<file path="src/rtl/pwm_pkg.sv">
// rtl/pwm_pkg.sv - shared state encoding and magnitude helper for the H-bridge PWM driver
package pwm_pkg;

  localparam int DUTY_W = 16;

  typedef enum logic [1:0] {
    IDLE = 2'd0,
    FWD  = 2'd1,
    REV  = 2'd2,
    DEAD = 2'd3
  } pwm_state_t;

  typedef struct packed {
    logic              sat;
    logic [DUTY_W-1:0] mag;
  } mag_t;

  // Magnitude is formed at DUTY_W+1 bits so that the most negative command has a representable abs value.
  function automatic mag_t abs_clamp(input logic [DUTY_W-1:0] v, input logic [DUTY_W:0] limit);
    logic [DUTY_W:0] m;
    mag_t            r;
    m = v[DUTY_W-1] ? ({(DUTY_W+1){1'b0}} - {v[DUTY_W-1], v}) : {1'b0, v};
    if (m > limit) begin
      r.sat = 1'b1;
      r.mag = limit[DUTY_W-1:0];
    end else begin
      r.sat = 1'b0;
      r.mag = m[DUTY_W-1:0];
    end
    return r;
  endfunction

endpackage

</file>
<file path="src/rtl/pwm_period_counter.sv">
// rtl/pwm_period_counter.sv - free-running PWM period counter with boundary strobe and period_start pulse
module pwm_period_counter #(
  parameter int PWM_PERIOD = 1000,
  parameter int CNT_W      = 16
) (
  input  logic             clk,
  input  logic             rst,
  input  logic             en,
  output logic [CNT_W-1:0] cnt,
  output logic             boundary,
  output logic             period_start
);

  localparam logic [CNT_W-1:0] LAST = CNT_W'(PWM_PERIOD - 1);

  assign boundary = en && (cnt == LAST);

  // period_start is registered, so it lines up with the first registered compare output of each period.
  always_ff @(posedge clk) begin
    if (rst) begin
      cnt          <= '0;
      period_start <= 1'b0;
    end else begin
      period_start <= en && (cnt == '0);
      if (!en || cnt == LAST) begin
        cnt <= '0;
      end else begin
        cnt <= cnt + 1'b1;
      end
    end
  end

endmodule

</file>
<file path="src/rtl/pwm_hbridge_driver.sv">
// rtl/pwm_hbridge_driver.sv - H-bridge PWM driver with shadowed duty, clamp and dead period; PWM_BRAKE_EN enables short-brake at zero duty
module pwm_hbridge_driver
  import pwm_pkg::*;
#(
  parameter int PWM_PERIOD   = 1000,
  parameter int DEAD_PERIODS = 1,
  parameter int CNT_W        = 16
) (
  input  logic              clk,
  input  logic              rst,
  input  logic              en,
  input  logic [DUTY_W-1:0] duty_in,
  input  logic              duty_valid,
  output logic              pwm_a,
  output logic              pwm_b,
  output logic              dir,
  output logic              period_start,
  output logic [DUTY_W-1:0] duty_applied,
  output logic              sat
);

  localparam logic [DUTY_W:0] LIMIT  = (DUTY_W + 1)'(PWM_PERIOD);
  localparam logic [3:0]      DEAD_N = 4'(DEAD_PERIODS);

  logic [CNT_W-1:0]  cnt;
  logic              boundary;
  logic [DUTY_W-1:0] shadow;
  mag_t              nm;
  logic              new_dir;

  pwm_state_t        state_q, state_d;
  logic              dir_d;
  logic [DUTY_W-1:0] applied_d;
  logic              sat_d;
  logic [3:0]        dead_q, dead_d;
  logic              pwm_a_d, pwm_b_d;

  pwm_period_counter #(
    .PWM_PERIOD (PWM_PERIOD),
    .CNT_W      (CNT_W)
  ) u_counter (
    .clk          (clk),
    .rst          (rst),
    .en           (en),
    .cnt          (cnt),
    .boundary     (boundary),
    .period_start (period_start)
  );

  assign nm      = abs_clamp(shadow, LIMIT);
  assign new_dir = shadow[DUTY_W-1];

  // Shadow survives a disable so re-enabling resumes the last command.
  always_ff @(posedge clk) begin
    if (rst) begin
      shadow <= '0;
    end else if (duty_valid) begin
      shadow <= duty_in;
    end
  end

  always_ff @(posedge clk) begin
    if (rst) begin
      state_q      <= IDLE;
      dir          <= 1'b0;
      duty_applied <= '0;
      sat          <= 1'b0;
      dead_q       <= '0;
      pwm_a        <= 1'b0;
      pwm_b        <= 1'b0;
    end else begin
      state_q      <= state_d;
      dir          <= dir_d;
      duty_applied <= applied_d;
      sat          <= sat_d;
      dead_q       <= dead_d;
      pwm_a        <= pwm_a_d;
      pwm_b        <= pwm_b_d;
    end
  end

  always_comb begin
    state_d   = state_q;
    dir_d     = dir;
    applied_d = duty_applied;
    sat_d     = sat;
    dead_d    = dead_q;
    if (!en) begin
      state_d   = IDLE;
      applied_d = '0;
      sat_d     = 1'b0;
    end else if (boundary) begin
      unique case (state_q)
        IDLE: begin
          state_d   = new_dir ? REV : FWD;
          dir_d     = new_dir;
          applied_d = nm.mag;
          sat_d     = nm.sat;
        end
        FWD, REV: begin
          if (new_dir == dir || nm.mag == '0) begin
            applied_d = nm.mag;
            sat_d     = nm.sat;
          end else begin
            state_d   = DEAD;
            dead_d    = DEAD_N;
            applied_d = '0;
            sat_d     = 1'b0;
          end
        end
        DEAD: begin
          // Direction is re-read from the shadow here, so a command that flipped back resumes the old leg.
          if (dead_q <= 4'd1) begin
            dead_d    = '0;
            state_d   = new_dir ? REV : FWD;
            dir_d     = new_dir;
            applied_d = nm.mag;
            sat_d     = nm.sat;
          end else begin
            dead_d = dead_q - 4'd1;
          end
        end
        default: state_d = IDLE;
      endcase
    end
  end

  always_comb begin
    pwm_a_d = 1'b0;
    pwm_b_d = 1'b0;
    if (en) begin
      unique case (state_q)
        FWD:     pwm_a_d = (32'(cnt) < 32'(duty_applied));
        REV:     pwm_b_d = (32'(cnt) < 32'(duty_applied));
        default: ;
      endcase
`ifdef PWM_BRAKE_EN
      if ((state_q == FWD || state_q == REV) && duty_applied == '0) begin
        pwm_a_d = 1'b1;
        pwm_b_d = 1'b1;
      end
`endif
    end
  end

endmodule

</file>
<file path="config.mk">
export PLATFORM = sky130hd
export DESIGN_NAME = pwm_hbridge_driver
export DESIGN_NICKNAME = d
export VERILOG_FILES = /design/src/rtl/pwm_pkg.sv /design/src/rtl/pwm_period_counter.sv /design/src/rtl/pwm_hbridge_driver.sv
export SDC_FILE = /design/constraint.sdc
export NUM_CORES = 1
export LEC_CHECK = 0
export BUFFER_PORTS_ARGS = -buffer_cell sky130_fd_sc_hd__buf_2
export CAP_MARGIN = 15
export CORE_MARGIN = 2
export CORE_UTILIZATION = 50
export DETAILED_ROUTE_END_ITERATION = 12
export GPL_TIMING_DRIVEN = 0
export HOLD_SLACK_MARGIN = 0.08
export PLACE_DENSITY = 0.7
export SETUP_SLACK_MARGIN = 0.5
export SLEW_MARGIN = 40
export SYNTH_ARGS = -nofsm -noshare
export SYNTH_HDL_FRONTEND = slang
export SYNTH_SLANG_ARGS = --single-unit
</file>
<file path="constraint.sdc">
create_clock -name clk -period 4.45 [get_ports clk]
set_input_delay 0.89 -clock clk [delete_from_list [all_inputs] [get_ports clk]]
set_output_delay 0.89 -clock clk [all_outputs]
set_load 0.01 [all_outputs]
</file>
==> run metrics, run 1 <==
outcome completed; H-tree Lvls 3; area of the multi-input gates 0.002066 mm²; setup_tns 0 ns; Syn Area/Cell 8.220 µm²; crit path max fanout 10; Clock Pin Slew Worst Setup and Hold Paths 0.07 ns; Die H 87.20 µm; simple-gate area share of the yosys netlist 24.01%; Clock Tree Root clkbuf_8; critical path type reg2reg; top cell family by delay on the critical path simple AND/OR/NAND/NOR gates; hold_buf cts 0; clock skew 0.008314 ns; initial core utilization 51.22%; sequential-to-total area share from yosys stat 34.13%; multiplexer share of the synthesized area 6.508%; Hold/Removal Path Class reg2reg; Post-synth EDFFs 0; Top cell by count, worst path or4_1; async set or reset register ratio after synthesis 0%; Layout Nets 515; worst path arrival time 3.89 ns; r2r endpoint dead_q[2]; clk buf depth 2; Fmax achieved 276.7 MHz; worst reg2reg setup slack 0.84 ns; r2r startpoint shadow[1]; critical path data required time 4.72 ns; DIE WIDTH 87.20 µm; Post-Synth Adder-Cell Area 8.677%; worst IR drop on VDD 0.0001939 V; Hold Vio Cnt, Final 0; post-synthesis compound-gate area fraction 14.43%; Sw Ratio 24.59%; remaining antenna violation count 0; Post CTS Setup Buffer Count 0; Critical Path Source shadow[1]; Initial DRT Pass Iterations 4; Worst-Margin Slew 0.7222 ns; cell count after synthesis 421; clk_lat worst skew 0.34 ns; cts repair resizes 0; area grow syn2layout 15.40%; PortBufs 39; Setup crit end kind flop; routed wire length per instance 14.15 µm; Comb power frac 12.1%; XOR/XNOR share of the synthesized area 6.074%; flops & latches, synth 59; WP buf/inv 2; final setup vio count 0; CP peak stage delay 0.50 ns; Detailed Place HPWL 5.893 mm; first-pass GRT wire length 13.35 mm; most frequent cells in the layout dfxtp_1, nor2_1, buf_2, inv_1, o21ai_0; CP max stage cell or4_1; Max-Cap Viols 0; Cell Count, Final, Fillers Out 556; Syn Nets 465; Num CTS Buffers 9; Pwr Density 320.4 mW/mm²; area occupied by registers 0.001181 mm²; FILL cells 623; dominant synthesized flop cell dfxtp_1; NetSw 0.3147 mW; initial antenna violation count 0; vias in the first global route 2919; die area 0.007603 mm²; via count 3124; layout cells sized above 1 13.24%; commonest non-fill, non-tap cell in the layout dfxtp_1; YS warnings 0; GR Overflow Total 0; CP endpoint dead_q[2]; GPL Wtd Cong 0.8964; reg2reg path depth 11; clock share of power 45.2%; IO Pins 41; Inserted Diodes 0; cells along the critical path inv_1, ha_1, or3b_2, clkbuf_1, or4_1, a21boi_0, a2bb2oi_1, o41ai_2, mux2_4, or4_1, a21oi_1; CP Depth 11; Period Utilization, post-route 81.22%; TritonCTS clock tree built; slew margin rel. 51.86%; Post-Syn Area 0.003461 mm²; post-synthesis cell type count 56; Slew Viols, Final 0; Routed Wire Length 7.867 mm; startpoint type of the worst setup path flop; clock sink count 59; RSZ-0062 raised after global routing no; min Tclk post-route 3.614 ns; largest family of logic cells by synthesized area simple AND/OR/NAND/NOR gates; core box area 0.006756 mm²; DRT iter0 DRCs 140; DRC viols 0; internal power 0.9651 mW; pin count of the biggest net entering global routing 11; routed vias/inst 5.619; row count 30; overall routing resource usage 22.19%; Leak Pwr 1.645 nW; Flop pwr share 42.8%; DP Cell Count 540
[per-layer routing]
layer,part of all wire (%),track usage (%),vias up
met1,44,27.16,1459
met3,5.0,5.403,11
met4,1.3,8.392,0
li1,-,-,1578
met5,0,0,-
met2,50,37.61,76
[area by class of cell]
type                            instances  share of cell area (%)
Buffer                                 25                   2.726
Tap cell                               80                   2.506
Multi-Input combinational cell        309                   51.72
Timing Repair Buffer                   39                   4.887
Inverter                               28                   2.632
Sequential cell                        59                   29.57
Clock buffer                           13                   4.229
Clock inverter                          3                   1.723
[worst register-to-register path, stage by stage, from the launching register on]
cell,delay [ns]
dfxtp_1,0.40
inv_1,0.10
ha_1,0.25
or3b_2,0.47
clkbuf_1,0.24
or4_1,0.50
a21boi_0,0.21
a2bb2oi_1,0.30
o41ai_2,0.16
mux2_4,0.31
or4_1,0.47
a21oi_1,0.15
[sequential cells by signal, indices dropped and copies added, names as in the netlist]
name	cells
duty_applied	16
shadow	16
u_counter.cnt	16
dead_q	4
state_q	2
dir	1
pwm_a	1
pwm_b	1
sat	1
u_counter.period_start	1
[how the worst min path moves through the flow]
stage                startpoint  slack [ns]  cells after the start               end
2_1_floorplan  u_counter.cnt[0]        0.45                      1  u_counter.cnt[0]
3_3_place_gp   duty_applied[15]        0.46                      2  duty_applied[15]
3_5_place_dp   duty_applied[15]        0.46                      2  duty_applied[15]
4_1_cts        duty_applied[15]        0.47                      2  duty_applied[15]
5_1_grt        duty_applied[12]        0.50                      2  duty_applied[12]
6_report       duty_applied[15]        0.47                      2  duty_applied[15]
[logic make-up (layout without fill, tap and decap cells)]
logic type / after synthesis / after routing
xor+xnor: 24 / 24
buf+inv: 53 / 108
simple gates: 164 / 164
fa+ha+maj: 24 / 24
compound gates: 75 / 75
mux: 22 / 22
flops: 59 / 59
[power by group through the flow]
stage	combinational, mW	sequential [mW]	clock [mW]
floorplan	0.116	0.556	0
global placement	0.149	0.558	0
detailed placement	0.152	0.559	0
CTS	0.154	0.547	0.587
global route	0.172	0.548	0.613
finish	0.154	0.547	0.578
[cell usage after synthesis, types with 8 or more instances]
cell type  count  area [µm²]
and3_1         8       50.05
xnor2_1       12       105.1
a21o_1         8       60.06
mux2i_1       21       210.2
nand3_1       16       80.08
o21ai_0       28       140.1
a21oi_1        8       40.04
dfxtp_1       59        1181
clkbuf_1      20       75.07
ha_1          24       300.3
inv_1         28       105.1
nor3_1        17       85.08
xor2_1        12       105.1
nor2_1        53       198.9
or3_1          8       50.05
nand2_1       26       97.59
[stage by stage]
| step | power [mW] | utilization [%] | hold WS (ns) | setup slack [ns] | cell area [µm²] |
|---|---|---|---|---|---|
| final | 1.280 | 59.11 | 0.4696 | 0.8358 | 3994 |
| after global routing | 1.333 | 59.11 | 0.4984 | 0.6463 | 3994 |
| after CTS | 1.288 | 59.11 | 0.4715 | 0.8712 | 3994 |
| after detailed placement | 0.7113 | 55.59 | 0.4603 | 0.9337 | 3756 |
| after global placement | 0.7077 | 55.59 | 0.4644 | 0.9887 | 3756 |
| after floorplan | 0.6728 | - | 0.4485 | 1.266 | 3461 |
No activity file was read; power rests on OpenSTA's default activity.
==> run 2, diff against run 1 <==
- ABC_AREA: unset -> 1
- PLACE_DENSITY: 0.7 -> 0.73
- clock period: 4.45 -> 3.2 ns (I/O delays scaled with it)
==> run 2 against run 1 <==
- sequential power grew 40%
- synthesized area decreased by 1.8%
- synthesized cell count rose by 19%
- via count rose by 6.3%
- clock power rose by 4.7%
- clock skew up 0.0015 ns
- setup slack got worse by 0.054 ns
- sequential share of layout area up 0.94 points
==> run metrics, run 2 <==
final setup vio count 0 (unchanged); TritonCTS clock tree built (unchanged); Period Utilization, post-route 75.56% (was 81.22%); Syn Nets 544 (was 465); initial antenna violation count 0 (unchanged); reg2reg path depth 19 (was 11); H-tree Lvls 3 (unchanged); FILL cells 659 (was 623); Post-synth EDFFs 0 (unchanged); outcome completed (unchanged); Layout Nets 595 (was 515); crit path max fanout 9 (was 10); Largest regs duty_applied x16, shadow x16, u_counter.cnt x16 (unchanged); CP endpoint dead_q[2] (unchanged); Inserted Diodes 0 (unchanged); core box area 0.006681 mm² (was 0.006756 mm²); Post CTS Setup Buffer Count 0 (unchanged); worst reg2reg setup slack 0.78 ns (was 0.84 ns); overall routing resource usage 22.51% (was 22.19%); critical path type reg2reg (unchanged); most frequent cells in the layout nand2_1, inv_1, dfxtp_1, a21oi_1, nor2_1 (was dfxtp_1, nor2_1, buf_2, inv_1, o21ai_0); Max-Cap Viols 0 (unchanged); critical path data required time 3.44 ns (was 4.72 ns); YS warnings 0 (unchanged); area of the multi-input gates 0.001848 mm² (was 0.002066 mm²); Area contributors post-synth dfxtp_1, nand2_1, ha_1, inv_1, a21oi_1 (was dfxtp_1, ha_1, mux2i_1, nor2_1, o21ai_0); setup_tns 0 ns (unchanged); Worst-Margin Slew 0.7142 ns (was 0.7222 ns); share of the synthesized area in the top cell type 34.76% (was 34.13%); initial core utilization 50.86% (was 51.22%); Die H 86.44 µm (was 87.20 µm); DRC viols 0 (unchanged); worst path arrival time 2.66 ns (was 3.89 ns); clk buf depth 2 (unchanged); Pwr Density 402.1 mW/mm² (was 320.4 mW/mm²); commonest non-fill, non-tap cell in the layout nand2_1 (was dfxtp_1); Hold/Removal Path Class reg2reg (unchanged); pre-CTS setup slack 0.6116 ns (was 0.9337 ns); min Tclk post-route 2.418 ns (was 3.614 ns); fin worst setup slack 0.7822 ns (was 0.8358 ns); DRT iter0 DRCs 168 (was 140); Initial DRT Pass Iterations 4 (unchanged); IO Pins 41 (unchanged); r2r endpoint dead_q[2] (unchanged); clock sink count 59 (unchanged); Setup crit end kind flop (unchanged); async set or reset register ratio after synthesis 0% (unchanged); area occupied by registers 0.001181 mm² (unchanged); flops & latches, synth 59 (unchanged); Leak Pwr 1.736 nW (was 1.645 nW); Detailed Place HPWL 6.290 mm (was 5.893 mm); Routed Wire Length 8.018 mm (was 7.867 mm); RSZ-0062 raised after global routing no (unchanged); Critical Path Source shadow[0] (was shadow[1]); startpoint type of the worst setup path flop (unchanged); row count 30 (unchanged); post-synthesis cell type count 29 (was 56); routed vias/inst 5.222 (was 5.619); GR Overflow Total 0 (unchanged); Num CTS Buffers 9 (unchanged); Post-Syn Area 0.003398 mm² (was 0.003461 mm²); vias in the first global route 3159 (was 2919); Hold Vio Cnt, Final 0 (unchanged); routed wire length per instance 12.61 µm (was 14.15 µm); remaining antenna violation count 0 (unchanged); worst IR drop on VDD 0.0002285 V (was 0.0001939 V); Clock Pin Slew Worst Setup and Hold Paths 0.06 ns (was 0.07 ns); Fmax achieved 413.6 MHz (was 276.7 MHz); Clock Tree Root clkbuf_8 (unchanged); Post-synth top cells nand2_1, inv_1, dfxtp_1 (was dfxtp_1, nor2_1, inv_1, o21ai_0, nand2_1); GPL Wtd Cong 0.9115 (was 0.8964); Yosys top cell by area dfxtp_1 (unchanged); clk_lat worst skew 0.34 ns (about the same); count leader, synth nand2_1 (was dfxtp_1); sequential-to-total area share from yosys stat 34.76% (was 34.13%); clock skew 0.009776 ns (was 0.008314 ns); first-pass GRT wire length 13.41 mm (was 13.35 mm); cell count after synthesis 500 (was 421); r2r startpoint shadow[0] (was shadow[1]); cts repair resizes 0 (unchanged); die area 0.007472 mm² (was 0.007603 mm²); layout cells sized above 1 14.03% (was 13.24%); Slew Viols, Final 0 (unchanged); via count 3321 (was 3124); dominant synthesized flop cell dfxtp_1 (unchanged); slew margin rel. 52.21% (was 51.86%); area grow syn2layout 13.92% (was 15.40%); pin count of the biggest net entering global routing 11 (unchanged); DIE WIDTH 86.44 µm (was 87.20 µm); Syn Area/Cell 6.797 µm² (was 8.220 µm²); hold_buf cts 0 (unchanged); PortBufs 40 (was 39)
-- run 2: cell types whose count changed after synthesis, moves of 10 or more --
| cell | change |
|---|---|
| a21oi_1 | +45 |
| clkbuf_1 | -12 |
| inv_1 | +49 |
| mux2i_1 | -21 |
| nand2_1 | +72 |
| nand3_1 | +23 |
| nand4_1 | +10 |
| xnor2_1 | -11 |
-- run 2: stage by stage --
stage               utilization (%)  power, mW  hold slack [ns]  cell area [µm²]  std cells
detailed placement            55.36     0.9654           0.4460             3699        620
global placement              55.36     0.9605           0.4350             3699        620
floorplan                         -     0.9158           0.4173             3398        500
global route                  57.94      1.625           0.4842             3871        636
finish                        57.94      1.556           0.4666             3871        636
CTS                           57.94      1.564           0.4702             3871        636
-- run 2: power breakdown --
group          total [mW]  switching [mW]  internal [mW]  leakage, nW
registers           0.766          0.0147          0.751        0.480
logic               0.186           0.122         0.0638         1.17
clock network       0.605           0.284          0.322       0.0905
-- run 2: worst min-delay path by stage --
| stage | start | end | slack, ns | depth (start not counted) |
|---|---|---|---|---|
| after global routing | u_counter.cnt[0] | u_counter.cnt[0] | 0.48 | 1 |
| after CTS | sat | sat | 0.47 | 2 |
| after global placement | u_counter.cnt[0] | u_counter.cnt[0] | 0.44 | 1 |
| after floorplan | u_counter.cnt[0] | u_counter.cnt[0] | 0.42 | 1 |
| final | sat | sat | 0.47 | 2 |
| after detailed placement | u_counter.cnt[0] | u_counter.cnt[0] | 0.45 | 1 |
-- run 2: layout make-up --
type / count / share of cell area (%)
Clock buffer: 14 / 4.202
Buffer: 12 / 1.778
Tap cell: 80 / 2.586
Inverter: 80 / 7.757
Clock inverter: 2 / 0.2586
Multi-Input combinational cell: 349 / 47.74
Timing Repair Buffer: 40 / 5.171
Sequential cell: 59 / 30.51
-- run 2: cell families after synthesis --
logic type,after synthesis,share of synthesized area (%)
adders and majority gates,24,8.837
xor gates and xnor gates,6,1.546
buffers and inverters,92,10.86
and+or+nand+nor,234,31.11
AOI/OAI and AO/OA,85,12.89
DFF,59,34.76
-- run 2: critical path, cell delays in order (launching register included) --
cell and delay, ns:
dfxtp_1 0.31, inv_1 0.13, ha_1 0.21, nand2_1 0.09, nand2_2 0.17, nand2_2 0.09, nor2_2 0.11, nand2_1 0.06
nand2_1 0.05, nand2_1 0.06, nor2_2 0.15, nand3_2 0.17, nor2_2 0.15, nand2_1 0.10, nand2_1 0.09, nand2_2 0.10
nand2_2 0.11, nand2_1 0.06, nand2_1 0.05, nor2_1 0.04
-- run 2: metal layers --
layer	track usage [%]	up-vias	part of all wire (%)
met4	10.94	0	1.9
met2	37.62	75	46
met5	0	-	0
met1	28.39	1509	47
met3	3.238	13	5.3
li1	-	1724	-
